File: src/rtl/motor_pwm_drive.sv
// Per-motor H-bridge driver: prescaled PWM plus direction pins. New speeds take
// effect only on period boundaries, and every reversal passes through a dead time.
module motor_pwm_drive #(
    parameter int PRESCALE = 4,
    parameter int CNT_BITS = 8,
    parameter int DEADTIME = 16
) (
    input  logic       clk,
    input  logic       rst_n,
    input  logic       en,
    input  logic [8:0] speed,
    input  logic       speed_valid,
    output logic       pwm,
    output logic       dirp,
    output logic       dirn,
    output logic       busy,
    output logic       period_end
);

    // state | meaning
    // STOP  | bridge off, counter free-running while enabled
    // FWD   | dirp=1, PWM from active magnitude
    // REV   | dirn=1, PWM from active magnitude
    // DEAD  | both halves off for DEADTIME clks before a reversal completes
    typedef enum logic [1:0] {ST_STOP, ST_FWD, ST_REV, ST_DEAD} state_t;

    localparam int PW = (PRESCALE > 1) ? $clog2(PRESCALE) : 1;
    localparam int DW = (DEADTIME > 1) ? $clog2(DEADTIME) : 1;
    localparam int CW = (CNT_BITS > 8) ? CNT_BITS : 8;
    localparam logic [PW-1:0]       PRE_LAST  = PW'(PRESCALE - 1);
    localparam logic [CNT_BITS-1:0] CNT_LAST  = '1;
    localparam logic [DW-1:0]       DEAD_LOAD = DW'(DEADTIME - 1);

    state_t              state;
    state_t              tgt_dir;
    state_t              pend_dir;
    logic [7:0]          pend_mag;
    logic [7:0]          act_mag;
    logic [PW-1:0]       presc;
    logic [CNT_BITS-1:0] cnt;
    logic [DW-1:0]       dead_cnt;

    logic [8:0]  neg_speed;
    logic [7:0]  spd_mag;
    state_t      spd_dir;
    logic        tick;
    logic        reversal;
    logic        dir_active;
    logic        pwm_cmp;

    // -256 has no 8-bit magnitude, so it saturates to 255
    always_comb begin
        neg_speed = 9'd0 - speed;
        spd_mag   = speed[7:0];
        spd_dir   = ST_STOP;
        if (speed[8]) begin
            spd_mag = neg_speed[8] ? 8'hFF : neg_speed[7:0];
            spd_dir = ST_REV;
        end else if (speed != 9'd0) begin
            spd_dir = ST_FWD;
        end
    end

    assign tick       = en && (state != ST_DEAD) && (presc == PRE_LAST);
    assign period_end = tick && (cnt == CNT_LAST);
    assign reversal   = ((state == ST_FWD) && (pend_dir == ST_REV)) ||
                        ((state == ST_REV) && (pend_dir == ST_FWD));
    assign dir_active = (state == ST_FWD) || (state == ST_REV);
    assign pwm_cmp    = CW'(cnt) < CW'(act_mag);

    always_ff @(posedge clk or negedge rst_n) begin
        if (!rst_n) begin
            state    <= ST_STOP;
            tgt_dir  <= ST_STOP;
            pend_dir <= ST_STOP;
            pend_mag <= '0;
            act_mag  <= '0;
            presc    <= '0;
            cnt      <= '0;
            dead_cnt <= '0;
            pwm      <= 1'b0;
            dirp     <= 1'b0;
            dirn     <= 1'b0;
            busy     <= 1'b0;
        end else begin
            // A strobe coinciding with period_end lands after the boundary
            // has already sampled pend_*, so it is deferred one period.
            if (speed_valid) begin
                pend_mag <= spd_mag;
                pend_dir <= spd_dir;
            end

            if (!en) begin
                state   <= ST_STOP;
                presc   <= '0;
                cnt     <= '0;
                act_mag <= '0;
                pwm     <= 1'b0;
                dirp    <= 1'b0;
                dirn    <= 1'b0;
                busy    <= 1'b0;
            end else begin
                pwm <= dir_active && pwm_cmp;
                case (state)
                    ST_DEAD: begin
                        if (dead_cnt == '0) begin
                            state <= tgt_dir;
                            dirp  <= (tgt_dir == ST_FWD);
                            dirn  <= (tgt_dir == ST_REV);
                            busy  <= 1'b0;
                        end else begin
                            dead_cnt <= dead_cnt - 1'b1;
                        end
                    end
                    default: begin
                        presc <= (presc == PRE_LAST) ? '0 : presc + 1'b1;
                        if (tick) begin
                            cnt <= cnt + 1'b1;
                        end
                        if (period_end) begin
                            act_mag <= pend_mag;
                            if (reversal) begin
                                state    <= ST_DEAD;
                                tgt_dir  <= pend_dir;
                                dead_cnt <= DEAD_LOAD;
                                presc    <= '0;
                                cnt      <= '0;
                                dirp     <= 1'b0;
                                dirn     <= 1'b0;
                                busy     <= 1'b1;
                            end else begin
                                state <= pend_dir;
                                dirp  <= (pend_dir == ST_FWD);
                                dirn  <= (pend_dir == ST_REV);
                            end
                        end
                    end
                endcase
            end
        end
    end

endmodule

File: config.mk
export PLATFORM = sky130hd
export DESIGN_NAME = motor_pwm_drive
export DESIGN_NICKNAME = d
export VERILOG_FILES = /design/src/rtl/motor_pwm_drive.sv
export SDC_FILE = /design/constraint.sdc
export NUM_CORES = 1
export LEC_CHECK = 0
export CORE_ASPECT_RATIO = 1.25
export CORE_MARGIN = 3
export CORE_UTILIZATION = 50
export CTS_CLUSTER_SIZE = 14
export DETAILED_ROUTE_END_ITERATION = 8
export HOLD_SLACK_MARGIN = 0.1
export PLACE_DENSITY = 0.74
export SLEW_MARGIN = 0
export SYNTH_ARGS = -nofsm -noshare
export SYNTH_HDL_FRONTEND = slang
export SYNTH_SLANG_ARGS = --single-unit
File: constraint.sdc
create_clock -name clk -period 5.16 [get_ports clk]
set_input_delay 0.774 -clock clk [delete_from_list [all_inputs] [get_ports clk]]
set_output_delay 0.774 -clock clk [all_outputs]
set_load 0.005 [all_outputs]
### Word level (Yosys, flattened, before mapping)

Index checks and enable logic that the tools add are counted.

| storage, ports and cells | value |
|---|---|
| bits in registers | 40 |
| bits in latches | 0 |
| memory bits (writable) | 0 |
| memory bits (read-only) | 0 |
| bits of input ports | 13 |
| output and inout port bits | 5 |
| logic and storage cells | 93 |
| memories kept | 0 |

| operators by class | value |
|---|---|
| add/subtract/negate cells | 4 |
| multipliers | 0 |
| divide/modulo/power cells | 0 |
| magnitude comparators | 1 |
| equality and inequality tests | 16 |
| shift-type cells | 0 |
| muxes and demuxes | 42 |
| bitwise gates (word level) | 1 |
| reductions and logical operators | 17 |

Operators by type and width:

| operator | number |
|---|---|
| 8-bit two-way mux | 10 |
| 2-bit two-way mux | 11 |
| 1-bit two-way mux | 17 |
| 4-bit two-way mux | 4 |
| 2-bit == test, second input constant | 5 |
| 9-bit nonzero test | 1 |
| 1-bit by 9-bit subtractor with 9-bit output, first input constant | 1 |
| 8-bit by 1-bit adder with 8-bit output, second input constant | 1 |
| 8-bit == test, second input constant | 1 |
| 8-bit < comparator | 1 |
| 4-bit AND reduction | 2 |
| 2-bit by 1-bit == test with 1-bit output, second input constant | 3 |
| 1-bit logical AND | 6 |
| 2-bit != test, second input constant | 3 |
| 3-bit by 1-bit != test with 1-bit output, second input constant | 2 |
| 4-bit zero test | 1 |
| 2-bit AND reduction | 2 |
| 2-bit nonzero test | 2 |
| 4-bit by 1-bit subtractor with 4-bit output, second input constant | 1 |
| 3-bit != test, second input constant | 1 |
| 3-bit AND reduction | 1 |
| 2-bit by 1-bit adder with 2-bit output, second input constant | 1 |
| 1-bit logical OR | 2 |
| 2-bit by 1-bit != test with 1-bit output, second input constant | 1 |
| 1-bit NOT | 1 |

### Depth between registers and ports, before layout

Gate-level depths: netlist (run 1).

| logic depth | value |
|---|---|
| word-level depth | 8 |
| mapped depth | 7 |
| gate-level depth less buffers | 7 |

### Worst setup path after synthesis (run 1)

Ideal clock, no wire load.

| path | value |
|---|---|
| path kind | input port to flip-flop |
| start | input port speed[4] |
| end | register pend_mag[2] |
| library setup time | 0.125 ns |
| arrival time | 2.486 ns |
| required time | 5.035 ns |
| slack | 2.550 ns |
| stages on the path | 5 |
| path buffers | 0 |
| cells stage by stage | or4_4 -> or4b_4 -> ha_1 -> a21oi_1 -> mux2_2 |

| between the ends | value |
|---|---|
| cells in the longest elaborated chain, start to end | 3 |

Ends and longest elaborated chain:

| item | line | source |
|---|---|---|
| start, declared | 11 | `input logic [8:0] speed,` |
| 1-bit by 9-bit subtractor with 9-bit output | 53 | `neg_speed = 9'd0 - speed;` |
| 8-bit two-way mux | 57 | `spd_mag = neg_speed[8] ? 8'hFF : neg_speed[7:0];` |
| 8-bit two-way mux | 56 | `if (speed[8]) begin` |
| end signal, assigned | 89 | `pend_mag <= spd_mag;` |
| end, declared | 37 | `logic [7:0] pend_mag;` |

Every way passes these cells.
A chain may end at the register's enable or synchronous reset.

### Worst setup path in the final report (run 1)

| path | value |
|---|---|
| start | register state[0] |
| end | output port period_end |

| between the ends | value |
|---|---|
| cells in the longest elaborated chain, start to end | 4 |

Ends and longest elaborated chain:

| item | line | source |
|---|---|---|
| start, declared | 34 | `state_t state;` |
| start signal, assigned | 107 | `state <= tgt_dir;` |
| start signal, assigned | 132 | `state <= pend_dir;` |
| 2-bit != test | 64 | `assign tick = en && (state != ST_DEAD) && (presc == PRE_LAST);` |
| 1-bit logical AND (2 in a row) | 64 |  |
| 1-bit logical AND | 65 | `assign period_end = tick && (cnt == CNT_LAST);` |
| end, declared | 17 | `output logic period_end` |

Every way passes these cells.

==> qor.yml, run 1 <==
sta:
  max_freq_mhz: 290
  setup_viol: 0
  maxSlewViolCount: 0
  skew_ns: 0.00707
  finalHoldViolCount: 0
  tightestPinTransition_ns: 0.877
  rsz0062_at_grt: "false"
  fin_crit_ns: 3.45
  relSlewSlack_pct: 41.6
  fin_crit_sh_pct: 66.8
  setup_ws_ns: 1.71
  setup_tns_ns: 0
clock_network:
  clock_latency_ns: 0.29
  cts_root_buf: "clkbuf_8"
  numCtsBuffers: 5
  cts_buffer_depth: 2
  post_cts_buffers: 0
  cts-htree-levels: 2
  cts_hold_buf: 0
  cts_resized: 0
  clk_pin_slew_worst_paths_ns: 0.08
  cts_tree: "done"
  clkSinkCount: 40
finish:
  seq_area_um2: 1000
  diodes: 0
  drive_above_1_share_pct: 8.12
  fillCellCount: 398
  postLayoutCoreUtil_pct: 59.1
  nNetsFinal: 299
  syn_to_final_growth_pct: 11.6
  multiInputGateArea_um2: 1250
synth:
  ys_async_sr_fraction_pct: 100
  synth_top_cells_by_count: "40 x dfrtp_1, 35 x nand2_1, 23 x inv_1"
  ys_types: 51
  synth-warning-count: 0
  synth_ff_type: "dfrtp_1"
  ys_top_cells_by_area: "dfrtp_1 42%, ha_1 7.8%, nand2_1 5.5%"
  ys_seq_area_share_pct: 41.8
  synth_cells: 257
  post-synth-top-area-cell: "dfrtp_1"
  ys_seq_elements: 40
  syn_avg_cell_area_um2: 9.33
  synth_nets: 285
  netlist_area_um2: 2400
  yosysMostFrequentCell: "dfrtp_1"
  synth_edf_count: 0
  synthDominantCellAreaShare_pct: 41.8
critical_path:
  cp-start-kind: "flop"
  r2r_cells: 6
  worstPathMaxFanout: 23
  cp-end-kind: "output pin"
  required_ns: 4.39
  cp_data_arrival_time_ns: 2.67
  reg2reg_from: "state[0]$_DFFE_PN0P_"
  r2r_setup_slack_ns: 2.66
  critical_path_class: "reg -> out"
  reg2reg_to: "cnt[3]$_DFFE_PN0P_"
global_route:
  grt_max_degree: 41
  overflow: 0
  gr-usage-all-layers_pct: 18.1
  grt_pass1_wl_mm: 7.95
  antenna_found_initial: 0
  grt_pass1_vias: 1763
detailed_routing:
  antenna_left: 0
  drc: 0
  viasPerCell: 5.69
  post_drt_wl_per_cell_um: 13.6
  wl_mm: 4.48
  drt-initial-drc-count: 131
  vias: 1873
  first_pass_iters: 4
placed_design:
  numPortBuffers: 17
  gp_congestion: 0.823
  post-place-ws_ns: 1.89
  dp_hpwl_mm: 3.22
floorplan:
  die_width_um: 67.9
  rows: 27
  fp.dieH_um: 83.4
  ioPinCount: 18
  die_area_um2: 5670
  start_util_pct: 53.0
  coreArea_um2: 4530
worst_hold_path:
  worst_hold_startpoint: "pend_mag[6]$_DFFE_PN0P_"
  hold_depth: 2
  hp-class: "reg -> reg"
  min_delay_worst_endpoint: "act_mag[6]$_DFFE_PN0P_"
pwr:
  power.density_nw_per_um2: 220
  p_leak_uw: 0.00118
  peakVddDrop_v: 0.000138
outcome:
  status: "complete, no violations"
job:
  maxCapViolations: 0
[final cells by class]
cell class,instances,area share [%]
Multi-Input combinational cell,182,46.9
Timing Repair Buffer,19,6.74
Tap cell,58,2.71
Inverter,23,3.23
Clock buffer,5,2.57
Clock inverter,2,0.468
Sequential cell,40,37.4
[state kept, by name, indices dropped and copies added, names as in the netlist]
register  cells
presc         2
pwm           1
dead_cnt      4
cnt           8
busy          1
pend_mag      8
tgt_dir       2
pend_dir      2
state         2
dirn          1
dirp          1
act_mag       8
[how the worst max path moves through the flow]
stage	from	to	slack [ns]	cells past startpoint
2_1_floorplan	speed[4]	pend_mag[2]$_DFFE_PN0P_	2.55	5
3_3_place_gp	en	period_end	1.89	5
3_5_place_dp	en	period_end	1.89	5
4_1_cts	state[0]$_DFFE_PN0P_	period_end	1.70	5
5_1_grt	state[0]$_DFFE_PN0P_	period_end	1.57	5
6_report	state[0]$_DFFE_PN0P_	period_end	1.71	5
[critical path, cell delays in order (launching register included)]
cell and delay (ns):
dfrtp_1 0.42, ha_1 0.48, nand3b_2 0.46, nor4_4 0.25, buf_4 0.25, clkdlybuf4s50_1 0.53
[report_power, final]
group,internal (µW),switching (µW),total [µW],leakage [µW]
Clock,91.5,107,198,0.0000400
Sequential,324,8.58,333,0.000530
Combinational,25.9,32.8,58.7,0.000609
Total,442,148,589,0.00118
[layout by cell type (no fill, tap or decap), types with 4 or more instances in the layout]
| cell type | Yosys | final |
|---|---|---|
| nor3_1 | 4 | 4 |
| nand2_1 | 35 | 35 |
| a21oi_1 | 15 | 15 |
| mux2i_1 | 8 | 8 |
| nand3_1 | 7 | 7 |
| clkbuf_8 | 0 | 5 |
| dfrtp_1 | 40 | 40 |
| o21ai_0 | 21 | 21 |
| ha_1 | 15 | 15 |
| nor2_1 | 10 | 10 |
| and2_1 | 4 | 4 |
| or3_1 | 4 | 4 |
| o211ai_1 | 4 | 4 |
| inv_1 | 23 | 23 |
| clkdlybuf4s50_1 | 0 | 16 |
[cells by family (layout without fill, tap and decap cells)]
logic type	after synthesis	count (layout)	share of synthesized area (%)
xor+xnor	3	3	1.10
simple gates	85	85	19.3
mux	13	13	5.69
flops	40	40	41.8
fa+ha+maj	15	15	7.83
compound gates	66	66	18.4
buf+inv	35	49	5.95
[stage by stage]
stage	instance area (µm²)	hold slack (ns)	std cells	total power (µW)
floorplan	2400	0.445	257	372
global placement	2590	0.466	322	397
detailed placement	2590	0.475	322	398
CTS	2680	0.497	329	597
global route	2680	0.536	329	619
finish	2680	0.492	329	589
[routing by layer]
metal | GRT usage (%) | share of wire (%) | vias to the layer above
met5 | 0 | 0 | -
met4 | 7.59 | 2.4 | 0
met3 | 4.06 | 3.2 | 10
met2 | 28.7 | 49 | 39
met1 | 23.1 | 46 | 884
li1 | - | - | 940
Note: power is estimated with default switching activity, not from simulation.
==> inputs of run 2 (changes only) <==
PLACE_DENSITY = 0.77   (was 0.74)
clock period = 2.76 ns   (was 5.16 ns; I/O delays follow)
==> run 2 against run 1 <==
Net effect:
- critical path depth fell by 1
- clock power rose by 110%
- flip-flop and latch count did not move
- global-route usage rose by 0.19 points
- cell count rose by 2.4%
- sequential power rose by 87%
- design area rose by 2.4%
- die area did not move
- critical path type unchanged
- largest cell class unchanged
==> qor.yml, run 2 (synthesized netlist as in run 1, its figures left out) <==
critical_path:
  cp_data_arrival_time_ns: 2.15  # -0.52 ns
  crit_family: "simple AND/OR/NAND/NOR gates"
  required_ns: 2.35  # -2.04 ns
  critical_path_class: "reg -> out"
  cpPeakStageDelay_ns: 0.57  # +0.04 ns
  worstPathMaxFanout: 5  # -78%
  cp-start-kind: "flop"
  crit_chain: "ha_1, nand3b_2, nor4_4, clkdlybuf4s50_1"
  cp-end-kind: "output pin"
  path_buf_inv: 1  # -1
  crit_slowest_cell: "clkdlybuf4s50_1"
clock_network:
  clk_pin_slew_worst_paths_ns: 0.08  # about the same
  numCtsBuffers: 5  # unchanged
  cts-htree-levels: 2  # unchanged
  cts_hold_buf: 0  # unchanged
  clkSinkCount: 40  # unchanged
  post_cts_buffers: 0  # unchanged
  cts_resized: 0  # unchanged
  cts_root_buf: "clkbuf_8"
  cts_buffer_depth: 2  # unchanged
  clock_latency_ns: 0.29  # about the same
  cts_tree: "done"
pwr:
  p_int_uw: 863  # +95%
  peakVddDrop_v: 0.000298  # +120%
  p_leak_uw: 0.00122  # +3.2%
  clkPwrFrac_pct: 35.6  # +2.0 points
  p_sw_uw: 284  # +92%
  p_comb_share_pct: 10.1  # about the same
  swShare_pct: 24.7  # -0.35 points
  seq_power_share_pct: 54.3  # -2.2 points
  finalPower_uw: 1150  # +94%
  power.density_nw_per_um2: 418  # +90%
finish:
  syn_to_final_growth_pct: 14.3
  fillCellCount: 401  # +0.75%
  seq_area_um2: 1000  # unchanged
  multiInputGateArea_um2: 1250  # unchanged
  diodes: 0  # unchanged
  final_cell_mix: "40 x dfrtp_1, 35 x nand2_1, 23 x inv_1"
  stdcell_count: 337  # +2.4%
  postLayoutCoreUtil_pct: 60.5  # +1.4 points
  reg_top3: "act_mag x8, cnt x8, pend_mag x8"
  nNetsFinal: 306  # +2.3%
  drive_above_1_share_pct: 10.4  # +2.3 points
  final_common_cell: "dfrtp_1"
floorplan:
  rows: 27  # unchanged
  die_area_um2: 5670  # unchanged
  die_width_um: 67.9  # unchanged
  ioPinCount: 18  # unchanged
  start_util_pct: 53.0  # unchanged
  fp.dieH_um: 83.4  # unchanged
  coreArea_um2: 4530  # unchanged
placed_design:
  dp_hpwl_mm: 3.25  # +0.94%
  placedCellCount: 329  # +2.2%
  gp_congestion: 0.766  # -6.9%
  numPortBuffers: 17  # unchanged
detailed_routing:
  drc: 0  # unchanged
  antenna_left: 0  # unchanged
  viasPerCell: 5.66  # -0.55%
  first_pass_iters: 4  # unchanged
  drt-initial-drc-count: 84  # -36%
  post_drt_wl_per_cell_um: 13.6  # about the same
  vias: 1908  # +1.9%
  wl_mm: 4.59  # +2.3%
sta:
  maxSlewViolCount: 0  # unchanged
  rsz0062_at_grt: "false"
  hold_ws_ns: 0.242  # -0.250 ns
  tightestPinTransition_ns: 0.876  # -0.000498 ns
  relSlewSlack_pct: 41.6  # about the same
  finalHoldViolCount: 0  # unchanged
  setup_viol: 0  # unchanged
  fin_crit_ns: 2.57
  fin_crit_sh_pct: 93.0
  skew_ns: 0.0116  # +0.00455 ns
  max_freq_mhz: 390
  setup_tns_ns: 0  # unchanged
worst_hold_path:
  hp-class: "in -> async"
global_route:
  gr-usage-all-layers_pct: 18.3  # +0.19 points
  grt_pass1_vias: 1855  # +5.2%
  overflow: 0  # unchanged
  grt_pass1_wl_mm: 8.14  # +2.4%
  grt_max_degree: 41  # unchanged
  antenna_found_initial: 0  # unchanged
job:
  maxCapViolations: 0  # unchanged
outcome:
  status: "complete, no violations"
run 2: path summary, 6_finish.rpt:
kind	from	to	slack (ns)	cells after the start
hold / removal	rst_n	pend_mag[1]$_DFFE_PN0P_	0.24	1
max in group asynchronous	rst_n	cnt[2]$_DFFE_PN0P_	1.97	1
hold reg to reg	pend_mag[6]$_DFFE_PN0P_	act_mag[6]$_DFFE_PN0P_	0.48	2
setup reg to reg	state[0]$_DFFE_PN0P_	cnt[3]$_DFFE_PN0P_	0.59	6
setup / recovery	state[0]$_DFFE_PN0P_	period_end	0.19	4
min in group clk	pend_mag[6]$_DFFE_PN0P_	act_mag[6]$_DFFE_PN0P_	0.48	2
run 2: worst register-to-register path: stages, from the launching register on:
cell	delay, ns
dfrtp_1	0.42
ha_1	0.23
nand3b_2	0.32
nor4_4	0.33
buf_4	0.27
nand2_2	0.15
a221o_1	0.35
run 2: per-stage QoR:
stage          instance area, µm²  setup WS (ns)
2_1_floorplan                2400          0.510
3_3_place_gp                 2650        0.00683
3_5_place_dp                 2650        -0.0356
4_1_cts                      2740          0.164
5_1_grt                      2740         0.0820
6_report                     2740          0.194
run 2: power by group through the flow:
stage               sequential [µW]  clock (µW)  combinational (µW)
finish                          622         408                 116
global route                    625         443                 131
CTS                             622         414                 118
detailed placement              633           0                 117
global placement                633           0                 114
floorplan                       629           0                66.6
run 2: area by class of cell:
type / instances / area share, %
clock buffer: 7 / 3.15
clock inverter: 1 / 0.274
inverter: 23 / 3.15
multi-input combinational: 182 / 45.8
sequential: 40 / 36.5
tap: 58 / 2.65
timing repair buffer: 26 / 8.49
run 2: per-layer routing:
metal  share of wire, %  vias up  GRT usage [%]
met5                  0        -              0
met4                2.5        0           8.32
met3                2.9       10           2.98
met2                 48       31           29.4
met1                 47      916           23.4
li1                   -      951              -
